--- src/rtl/mc_ctrl_pkg.sv ---
// Shared constants for the multi-cycle MIPS controller: opcodes, state codes
// and the encodings of the ALUOp, PCSrc and ALUSrcB select fields.
package mc_ctrl_pkg;

    localparam logic [5:0] OP_R_TYPE = 6'b000000;
    localparam logic [5:0] OP_ORI    = 6'b001101;
    localparam logic [5:0] OP_ADDI   = 6'b001000;
    localparam logic [5:0] OP_J      = 6'b000010;
    localparam logic [5:0] OP_BEQ    = 6'b000100;
    localparam logic [5:0] OP_LW     = 6'b100011;
    localparam logic [5:0] OP_SW     = 6'b101011;

    typedef enum logic [3:0] {
        S_FETCH  = 4'd0,
        S_DECODE = 4'd1,
        S_MEMADR = 4'd2,
        S_MEMRD  = 4'd3,
        S_MEMWB  = 4'd4,
        S_MEMWR  = 4'd5,
        S_RTEX   = 4'd6,
        S_ITEX   = 4'd7,
        S_ALUWB  = 4'd8,
        S_BRANCH = 4'd9,
        S_JUMP   = 4'd10
    } state_t;

    localparam logic [1:0] ALU_ADD   = 2'b00;
    localparam logic [1:0] ALU_SUB   = 2'b01;
    localparam logic [1:0] ALU_OR    = 2'b10;
    localparam logic [1:0] ALU_FUNCT = 2'b11;

    localparam logic [1:0] PC_ALU    = 2'b00;
    localparam logic [1:0] PC_ALUOUT = 2'b01;
    localparam logic [1:0] PC_JUMP   = 2'b10;

    localparam logic [1:0] SRCB_RT      = 2'b00;
    localparam logic [1:0] SRCB_FOUR    = 2'b01;
    localparam logic [1:0] SRCB_IMM     = 2'b10;
    localparam logic [1:0] SRCB_IMM_SH2 = 2'b11;

    function automatic logic is_legal_op(input logic [5:0] op);
        case (op)
            OP_R_TYPE, OP_ORI, OP_ADDI, OP_J, OP_BEQ, OP_LW, OP_SW: return 1'b1;
            default: return 1'b0;
        endcase
    endfunction

endpackage

--- src/rtl/mc_ctrl_outdec.sv ---
// Combinational control-word decode: current state plus Op_i, Zero_i and
// mem_ready_i to every datapath control line. All lines are held low in reset.
module mc_ctrl_outdec
    import mc_ctrl_pkg::*;
(
    input  logic       rst,
    input  logic [3:0] state,
    input  logic [5:0] op,
    input  logic       zero,
    input  logic       mem_ready,
    output logic       pc_write,
    output logic [1:0] pc_src,
    output logic       iord,
    output logic       mem_read,
    output logic       mem_write,
    output logic       ir_write,
    output logic       reg_dst,
    output logic       mem_to_reg,
    output logic       reg_write,
    output logic       alu_src_a,
    output logic [1:0] alu_src_b,
    output logic [1:0] alu_op,
    output logic       ext_op,
    output logic       retire,
    output logic       illegal
);

    always_comb begin
        // NOTE: every output gets a default before the case so no path through
        // this block leaves a signal unassigned, which would infer a latch.
        pc_write   = 1'b0;
        pc_src     = PC_ALU;
        iord       = 1'b0;
        mem_read   = 1'b0;
        mem_write  = 1'b0;
        ir_write   = 1'b0;
        reg_dst    = 1'b0;
        mem_to_reg = 1'b0;
        reg_write  = 1'b0;
        alu_src_a  = 1'b0;
        alu_src_b  = SRCB_RT;
        alu_op     = ALU_ADD;
        ext_op     = 1'b0;
        retire     = 1'b0;
        illegal    = 1'b0;
        if (!rst) begin
            case (state_t'(state))
                S_FETCH: begin
                    mem_read  = 1'b1;
                    alu_src_b = SRCB_FOUR;
                    ir_write  = mem_ready;
                    pc_write  = mem_ready;
                end
                S_DECODE: begin
                    // Branch target is computed speculatively into ALUOut.
                    alu_src_b = SRCB_IMM_SH2;
                    ext_op    = 1'b1;
                    illegal   = !is_legal_op(op);
                end
                S_MEMADR: begin
                    alu_src_a = 1'b1;
                    alu_src_b = SRCB_IMM;
                    ext_op    = 1'b1;
                end
                S_MEMRD: begin
                    iord     = 1'b1;
                    mem_read = 1'b1;
                end
                S_MEMWB: begin
                    mem_to_reg = 1'b1;
                    reg_write  = 1'b1;
                    retire     = 1'b1;
                end
                S_MEMWR: begin
                    iord      = 1'b1;
                    mem_write = 1'b1;
                    retire    = mem_ready;
                end
                S_RTEX: begin
                    alu_src_a = 1'b1;
                    alu_op    = ALU_FUNCT;
                end
                S_ITEX: begin
                    alu_src_a = 1'b1;
                    alu_src_b = SRCB_IMM;
                    if (op == OP_ORI) begin
                        alu_op = ALU_OR;
                    end else begin
                        ext_op = 1'b1;
                    end
                end
                S_ALUWB: begin
                    reg_write = 1'b1;
                    reg_dst   = (op == OP_R_TYPE);
                    retire    = 1'b1;
                end
                S_BRANCH: begin
                    alu_src_a = 1'b1;
                    alu_op    = ALU_SUB;
                    pc_src    = PC_ALUOUT;
                    pc_write  = zero;
                    retire    = 1'b1;
                end
                S_JUMP: begin
                    pc_src   = PC_JUMP;
                    pc_write = 1'b1;
                    retire   = 1'b1;
                end
                default: ;
            endcase
        end
    end

endmodule

--- src/rtl/multicycle_control.sv ---
// Multi-cycle MIPS controller: state register, next-state logic and optional
// performance counters (enabled by defining MC_CTRL_PERF_EN).
module multicycle_control
    import mc_ctrl_pkg::*;
#(
    parameter int STATE_W = 4
`ifdef MC_CTRL_PERF_EN
    ,
    parameter int CNT_W = 32
`endif
)
(
    input  logic               clk_i,
    input  logic               rst_i,
    input  logic [5:0]         Op_i,
    input  logic               Zero_i,
    input  logic               mem_ready_i,
    output logic               PCWrite_o,
    output logic [1:0]         PCSrc_o,
    output logic               IorD_o,
    output logic               MemRead_o,
    output logic               MemWrite_o,
    output logic               IRWrite_o,
    output logic               RegDst_o,
    output logic               MemtoReg_o,
    output logic               RegWrite_o,
    output logic               ALUSrcA_o,
    output logic [1:0]         ALUSrcB_o,
    output logic [1:0]         ALUOp_o,
    output logic               ExtOp_o,
    output logic               retire_o,
    output logic               illegal_o,
    output logic [STATE_W-1:0] state_o
`ifdef MC_CTRL_PERF_EN
    ,
    output logic [CNT_W-1:0]   cycle_cnt_o,
    output logic [CNT_W-1:0]   instr_cnt_o
`endif
);

    state_t state_q;
    state_t state_d;

    always_comb begin
        state_d = S_FETCH;
        case (state_q)
            S_FETCH:  state_d = mem_ready_i ? S_DECODE : S_FETCH;
            S_DECODE: begin
                case (Op_i)
                    OP_LW, OP_SW:     state_d = S_MEMADR;
                    OP_R_TYPE:        state_d = S_RTEX;
                    OP_ADDI, OP_ORI:  state_d = S_ITEX;
                    OP_BEQ:           state_d = S_BRANCH;
                    OP_J:             state_d = S_JUMP;
                    default:          state_d = S_FETCH;
                endcase
            end
            S_MEMADR: state_d = (Op_i == OP_LW) ? S_MEMRD : S_MEMWR;
            S_MEMRD:  state_d = mem_ready_i ? S_MEMWB : S_MEMRD;
            S_MEMWR:  state_d = mem_ready_i ? S_FETCH : S_MEMWR;
            S_RTEX:   state_d = S_ALUWB;
            S_ITEX:   state_d = S_ALUWB;
            default:  state_d = S_FETCH;
        endcase
    end

    // NOTE: sequential state uses non-blocking assignments so every register
    // samples values from before the edge, independent of block ordering.
    always_ff @(posedge clk_i) begin
        if (rst_i) begin
            state_q <= S_FETCH;
        end else begin
            state_q <= state_d;
        end
    end

    assign state_o = rst_i ? '0 : STATE_W'(state_q);

    mc_ctrl_outdec u_outdec (
        .rst        (rst_i),
        .state      (state_q),
        .op         (Op_i),
        .zero       (Zero_i),
        .mem_ready  (mem_ready_i),
        .pc_write   (PCWrite_o),
        .pc_src     (PCSrc_o),
        .iord       (IorD_o),
        .mem_read   (MemRead_o),
        .mem_write  (MemWrite_o),
        .ir_write   (IRWrite_o),
        .reg_dst    (RegDst_o),
        .mem_to_reg (MemtoReg_o),
        .reg_write  (RegWrite_o),
        .alu_src_a  (ALUSrcA_o),
        .alu_src_b  (ALUSrcB_o),
        .alu_op     (ALUOp_o),
        .ext_op     (ExtOp_o),
        .retire     (retire_o),
        .illegal    (illegal_o)
    );

`ifdef MC_CTRL_PERF_EN
    always_ff @(posedge clk_i) begin
        if (rst_i) begin
            cycle_cnt_o <= '0;
            instr_cnt_o <= '0;
        end else begin
            cycle_cnt_o <= cycle_cnt_o + CNT_W'(1);
            if (retire_o) begin
                instr_cnt_o <= instr_cnt_o + CNT_W'(1);
            end
        end
    end
`endif

endmodule

--- config.mk ---
export PLATFORM = sky130hd
export DESIGN_NAME = multicycle_control
export DESIGN_NICKNAME = d
export VERILOG_FILES = /design/src/rtl/mc_ctrl_pkg.sv /design/src/rtl/mc_ctrl_outdec.sv /design/src/rtl/multicycle_control.sv
export SDC_FILE = /design/constraint.sdc
export NUM_CORES = 1
export LEC_CHECK = 0
export BUFFER_PORTS_ARGS = -buffer_cell sky130_fd_sc_hd__buf_4
export CORE_MARGIN = 5
export CORE_UTILIZATION = 25
export DETAILED_ROUTE_END_ITERATION = 6
export PLACE_DENSITY = 0.53
export SETUP_SLACK_MARGIN = 0.4
export SYNTH_ARGS = -nofsm -noshare
export SYNTH_HDL_FRONTEND = slang
export SYNTH_SLANG_ARGS = --single-unit
--- constraint.sdc ---
create_clock -name clk_i -period 1.35 [get_ports clk_i]
set_clock_uncertainty 0.05 [all_clocks]
set_input_delay 0.27 -clock clk_i [delete_from_list [all_inputs] [get_ports clk_i]]
set_output_delay 0.27 -clock clk_i [all_outputs]
set_load 0.05 [all_outputs]
==> out/metrics.csv, run 1 <==
metric;value;unit
status;complete, but fails checks;
violations;setup timing;
cp-start-kind;flop;
ys_top_cells_by_count;13 x nor2_1, 9 x nor3_1, 8 x a21oi_1, 7 x nand2_1, 7 x o21ai_0;
syn-num-nets;109;
dr.pass1.iters;2;
dpl-instance-area;1410;um2
rows;18;
setup_slack;-0.464;ns
drt-initial-drc-count;12;
max_cap_viol_count;0;
cts_tree;built;
synthMostInstantiatedCell;nor2_1;
slowest_delay;0.36;ns
vias_per_cell;4.95;
p_leak;0.731;nW
core;2430;um2
clk_latency;0.24;ns
synth-seq-cells;4;
finalWirelength;2900;um
hold_slack;0.335;ns
die_w;59.8;um
cts_root_buf;clkbuf_4;
htree_levels;1;
ant_nets;0;
synth-edff-count;0;
portBuffers;31;
final_cell_count_no_fill;209;
num_vias;1034;
ys_warn_count;0;
cp_max_fo;7;
hp-class;in2reg;
largest_reg_flops;4;
hold_viol;0;
wl_per_cell;13.9;um
netlist.area_leader.share;0.129;
synth_top_area_cell;dfxtp_1;
multi_input_comb_area;813;um2
dieArea;3580;um2
clkTransAtPathRegs;0.04;ns
cts_buffers;3;
finalCoreUtilization;0.734;
netlist_area;621;um2
ios;32;
globalRoute.totalOverflow;0;
track_usage;0.160;
period_share;1.34;
ys_async_sr_fraction;0;
cp-end-kind;primary output;
powerDensity;369;nW/um2
drive_gt1_frac;0.765;
tightest_slew;0.324;ns
postSynthCellCount;99;
rsz0062_at_grt;true;
synthFlopType;dfxtp_1;
relSlewSlack;0.782;
finalWeightedCongestion;0.790;
reg.largest.list;state_q: 4 flops;
cts_hold_buf;0;
grt_pass1_wl;4400;um
synth.avg_cell_area;6.27;um2
peakVddDrop;304;uV
finalSetupTns;-6.39;ns
total_power;0.659;mW
pre_cts_slack;-0.349;ns
insertedDiodeCount;0;
grt_pass1_vias;1019;
crit_family;flip-flops;
area_delta_synth_final;188;%
route.detailed.drc;0;
arrival;1.49;ns
cts_buffer_depth;2;
fill_cells;165;
ys_types;39;
cp.required;1.03;ns
grt_max_degree;12;
maxSlewViolCount;0;
crit_chain;buf_6 > nor2b_4 > a21oi_1 > o22a_1 > nor2_4 > buf_8;
synthTopCellsByArea;dfxtp_1 13%, nor2_1 7.9%, nor3_1 7.3%, a21oi_1 6.5%, o21ai_0 5.6%;
fin_area;1790;um2
critPathBufInv;2;
dpl.cell_count;197;
initial_core_util;0.255;
fin_crit;1.81;ns
criticalPathCategory;reg2out;
dp_hpwl;2170;um
antenna_found_initial;0;
clock_sinks;4;
report.final.setup_viol;23;
crit_slowest_cell;dfxtp_4;
regArea;95.1;um2
max_freq;551;MHz
die_y;59.8;um
synth-seq-area-share;0.129;
max_flop_register;state_q;
fin_nets;190;
power by group:
part	leakage (nW)	internal, mW	switching, mW	total (mW)
sequential	0.0355	0.116	0.00819	0.124
combinational	0.680	0.181	0.186	0.367
clock	0.0150	0.111	0.0562	0.168
final cells by class:
cell class                      count  area share
Inverter                            3     0.00981
Timing Repair Buffer               83       0.446
Clock buffer                        4      0.0147
Tap cell                           30      0.0210
Multi-Input combinational cell     85       0.456
Sequential cell                     4      0.0533
cells by family (layout without fill, tap and decap cells):
| group | Yosys count | in the layout | synth area share |
|---|---|---|---|
| AO/OA/AOI/OAI | 24 | 24 | 0.240 |
| multiplexers | 1 | 1 | 0.0161 |
| AND/OR/NAND/NOR | 57 | 57 | 0.504 |
| XOR/XNOR | 3 | 3 | 0.0423 |
| buffers and inverters | 10 | 90 | 0.0685 |
| flip-flops | 4 | 4 | 0.129 |
routing by layer:
| layer | vias to the layer above | wire (um) | GRT usage |
|---|---|---|---|
| met3 | 9 | 122 | 0.0130 |
| met1 | 477 | 1120 | 0.178 |
| met2 | 27 | 1570 | 0.293 |
| li1 | 521 | - | - |
| met4 | 0 | 83 | 0.0886 |
| met5 | - | 0 | 0 |
worst paths after layout:
check	start	to	slack, ns	depth (start not counted)
min	Op_i[0]	state_q[0]$_SDFF_PP0_	0.34	4
min reg2reg	state_q[0]$_SDFF_PP0_	state_q[1]$_SDFF_PP0_	0.66	3
max reg2reg	state_q[1]$_SDFF_PP0_	state_q[3]$_SDFF_PP0_	-0.06	5
max	state_q[3]$_SDFF_PP0_	retire_o	-0.46	6
timing repair:
action                                  CTS  global route
pin swaps                                 1            12
setup buffers                             4             4
gates resized for setup                  51            31
endpoints found under the setup margin   26            26
tightest hold or removal path, delay by kind of cell:
kind                   cells  cell delay [ns]
AND/OR/NAND/NOR            1             0.07
buffers and inverters      1             0.11
AO/OA/AOI/OAI              2             0.14
cell usage in the layout (no fill, tap or decap), drive strengths merged, types with 2 or more instances in the layout:
cell type  count
nor4           4
xnor2          2
nand3          3
nor3           9
or2            2
buf           83
inv            2
dfxtp          4
or3            3
nand2b         3
and2           2
o21ai          7
nor2b          5
a21oi          9
clkbuf         4
nand2          7
nor2          14
No activity file was read; power rests on OpenSTA's default activity.
==> run 2, diff against run 1 <==
CORE_MARGIN = not set   (was 5)
==> run 2 against run 1 <==
  * The flow still finishes with violations (setup timing)
  * Maximum frequency up 1.3%
  * Global-route usage up 5.6 points
  * Wire length down 5.3%
  * Critical path depth down 3
  * Total power up 1.9%
  * Largest cell class unchanged
==> out/metrics.csv, run 2 (same netlist as run 1, synthesis figures left out) <==
metric;value;unit;change
hold_viol;0;;unchanged
violations;setup timing;;unchanged
globalRoute.totalOverflow;0;;unchanged
vias_per_cell;5.06;;was 4.95
route.detailed.drc;0;;unchanged
num_vias;1018;;was 1034
most-common-layout-cells;40 x buf_4, 29 x buf_6, 9 x nor2_4, 6 x nor3_4;;was 43 x buf_4, 34 x buf_6, 9 x nor2_4, 6 x buf_8
fin_nets;184;;was 190
dpl.cell_count;191;;was 197
critPathBufInv;1;;was 2
fin_area;1770;um2;was 1790 um2
grt_pass1_wl;4320;um;was 4400 um
drt-initial-drc-count;6;;was 12
powerDensity;379;nW/um2;was 369 nW/um2
multi_input_comb_area;830;um2;was 813 um2
r2r_start;state_q[1]$_SDFF_PP0_;;unchanged
slowest_delay;0.39;ns;was 0.36 ns
fill_cells;142;;was 165
arrival;1.47;ns;was 1.49 ns
final_common_cell;buf_4;;unchanged
max_freq;559;MHz;was 551 MHz
peakVddDrop;551;uV;was 304 uV
regArea;92.6;um2;was 95.1 um2
portBuffers;31;;unchanged
rows;17;;was 18
pre_cts_slack;-0.331;ns;was -0.349 ns
max_cap_viol_count;0;;unchanged
reg.largest.list;state_q: 4 flops;;unchanged
cts_buffers;3;;unchanged
p_sw_frac;0.375;;was 0.381
clk_latency;0.24;ns;about the same
die_w;51.8;um;was 59.8 um
hold_slack;0.338;ns;was 0.335 ns
intPower;0.419;mW;was 0.408 mW
cp.required;1.03;ns;about the same
grt_pass1_vias;982;;was 1019
cp-end-kind;primary output;;unchanged
period_share;1.33;;was 1.34
final_cell_count_no_fill;201;;was 209
clkTransAtPathRegs;0.04;ns;about the same
initial_core_util;0.273;;was 0.255
worstReg2RegEnd;state_q[3]$_SDFF_PP0_;;unchanged
power_frac_seq;0.188;;about the same
grt_max_degree;11;;was 12
rsz0062_at_grt;true;;unchanged
wl_per_cell;13.7;um;was 13.9 um
dp_hpwl;2000;um;was 2170 um
cp_max_fo;5;;was 7
htree_levels;1;;unchanged
cp-startpoint;state_q[2]$_SDFF_PP0_;;was state_q[3]$_SDFF_PP0_
power_frac_comb;0.569;;was 0.558
finalWirelength;2750;um;was 2900 um
cts_root_buf;clkbuf_4;;unchanged
switching_power;0.252;mW;was 0.251 mW
insertedDiodeCount;0;;unchanged
drive_gt1_frac;0.775;;was 0.765
fin_crit;1.79;ns;was 1.81 ns
max_flop_register;state_q;;unchanged
status;complete, but fails checks;;unchanged
ios;32;;unchanged
crit_chain;or3_4 > nor4_4 > buf_6;;was buf_6 > nor2b_4 > a21oi_1 > o22a_1 > nor2_4 > buf_8
criticalPathCategory;reg2out;;unchanged
track_usage;0.216;;was 0.160
crit_cells;3;;was 6
hp-class;in2reg;;unchanged
maxSlewViolCount;0;;unchanged
area_delta_synth_final;185;%;was 188%
total_power;0.671;mW;was 0.659 mW
ff2ff_setup_slack;-0.16;ns;was -0.06 ns
finalSetupTns;-7.13;ns;was -6.39 ns
cts_buffer_depth;2;;unchanged
ant_nets;0;;unchanged
core;2280;um2;was 2430 um2
antenna_found_initial;0;;unchanged
finalWeightedCongestion;0.816;;was 0.790
finalCoreUtilization;0.778;;was 0.734
setup_slack;-0.440;ns;was -0.464 ns
relSlewSlack;0.778;;was 0.782
clock_sinks;4;;unchanged
p_leak;0.713;nW;was 0.731 nW
worstRegToRegCells;6;;was 5
cp-start-kind;flop;;unchanged
crit_family;simple AND/OR/NAND/NOR gates;;was flip-flops
die_y;51.8;um;was 59.8 um
dr.pass1.iters;4;;was 2
dpl-instance-area;1410;um2;about the same
clock_power_share;0.244;;was 0.254
dieArea;2690;um2;was 3580 um2
endpoint;illegal_o;;was retire_o
largest_reg_flops;4;;unchanged
crit_slowest_cell;or3_4;;was dfxtp_4
tightest_slew;0.330;ns;was 0.324 ns
report.final.setup_viol;25;;was 23
cts_hold_buf;0;;unchanged
cts_tree;built;;unchanged
run 2: changes by cell type in the layout (fill, tap and decap cells not counted), sizes merged:
cell,delta
buf,-6
run 2: final cells by class:
type	instances	area share
well taps	28	0.0198
clock buffers	4	0.0148
flip-flops and latches	4	0.0523
repair buffers	77	0.433
inverters	3	0.0113
multi-input cells	85	0.469
run 2: repair_timing:
item / in CTS / in global routing
gates resized for setup: 49 / 23
pin swaps: 8 / 11
endpoints found under the setup margin: 26 / 26
setup buffers: 2 / 4
hold endpoints to repair: 0 / 0
run 2: worst min path at each step:
stage	from	endpoint	depth (start not counted)
after floorplan	mem_ready_i	state_q[1]$_SDFF_PP0_	2
after global placement	Op_i[0]	state_q[0]$_SDFF_PP0_	4
after detailed placement	Op_i[0]	state_q[0]$_SDFF_PP0_	4
after CTS	Op_i[0]	state_q[0]$_SDFF_PP0_	4
after global routing	Op_i[0]	state_q[0]$_SDFF_PP0_	4
final	Op_i[0]	state_q[0]$_SDFF_PP0_	4
run 2: worst reg2reg max path, stage by stage, from the launching register on:
cell and delay (ns):
dfxtp_4 0.38, buf_12 0.15, nand2b_4 0.17, buf_6 0.13, buf_6 0.11, or3_4 0.33, a21oi_2 0.13
run 2: power by group through the flow:
stage               Combinational (mW)  Clock (mW)  Sequential [mW]
floorplan                        0.176           0            0.128
global placement                 0.299           0            0.132
detailed placement               0.302           0            0.133
CTS                              0.354       0.167            0.127
global route                     0.402       0.176            0.127
finish                           0.382       0.164            0.126
run 2: layer usage:
layer	track usage	up-vias	wire, um
met4	0.0360	0	0
li1	-	503	-
met5	0	-	0
met1	0.247	481	1220
met2	0.415	34	1440
met3	0.0351	0	87
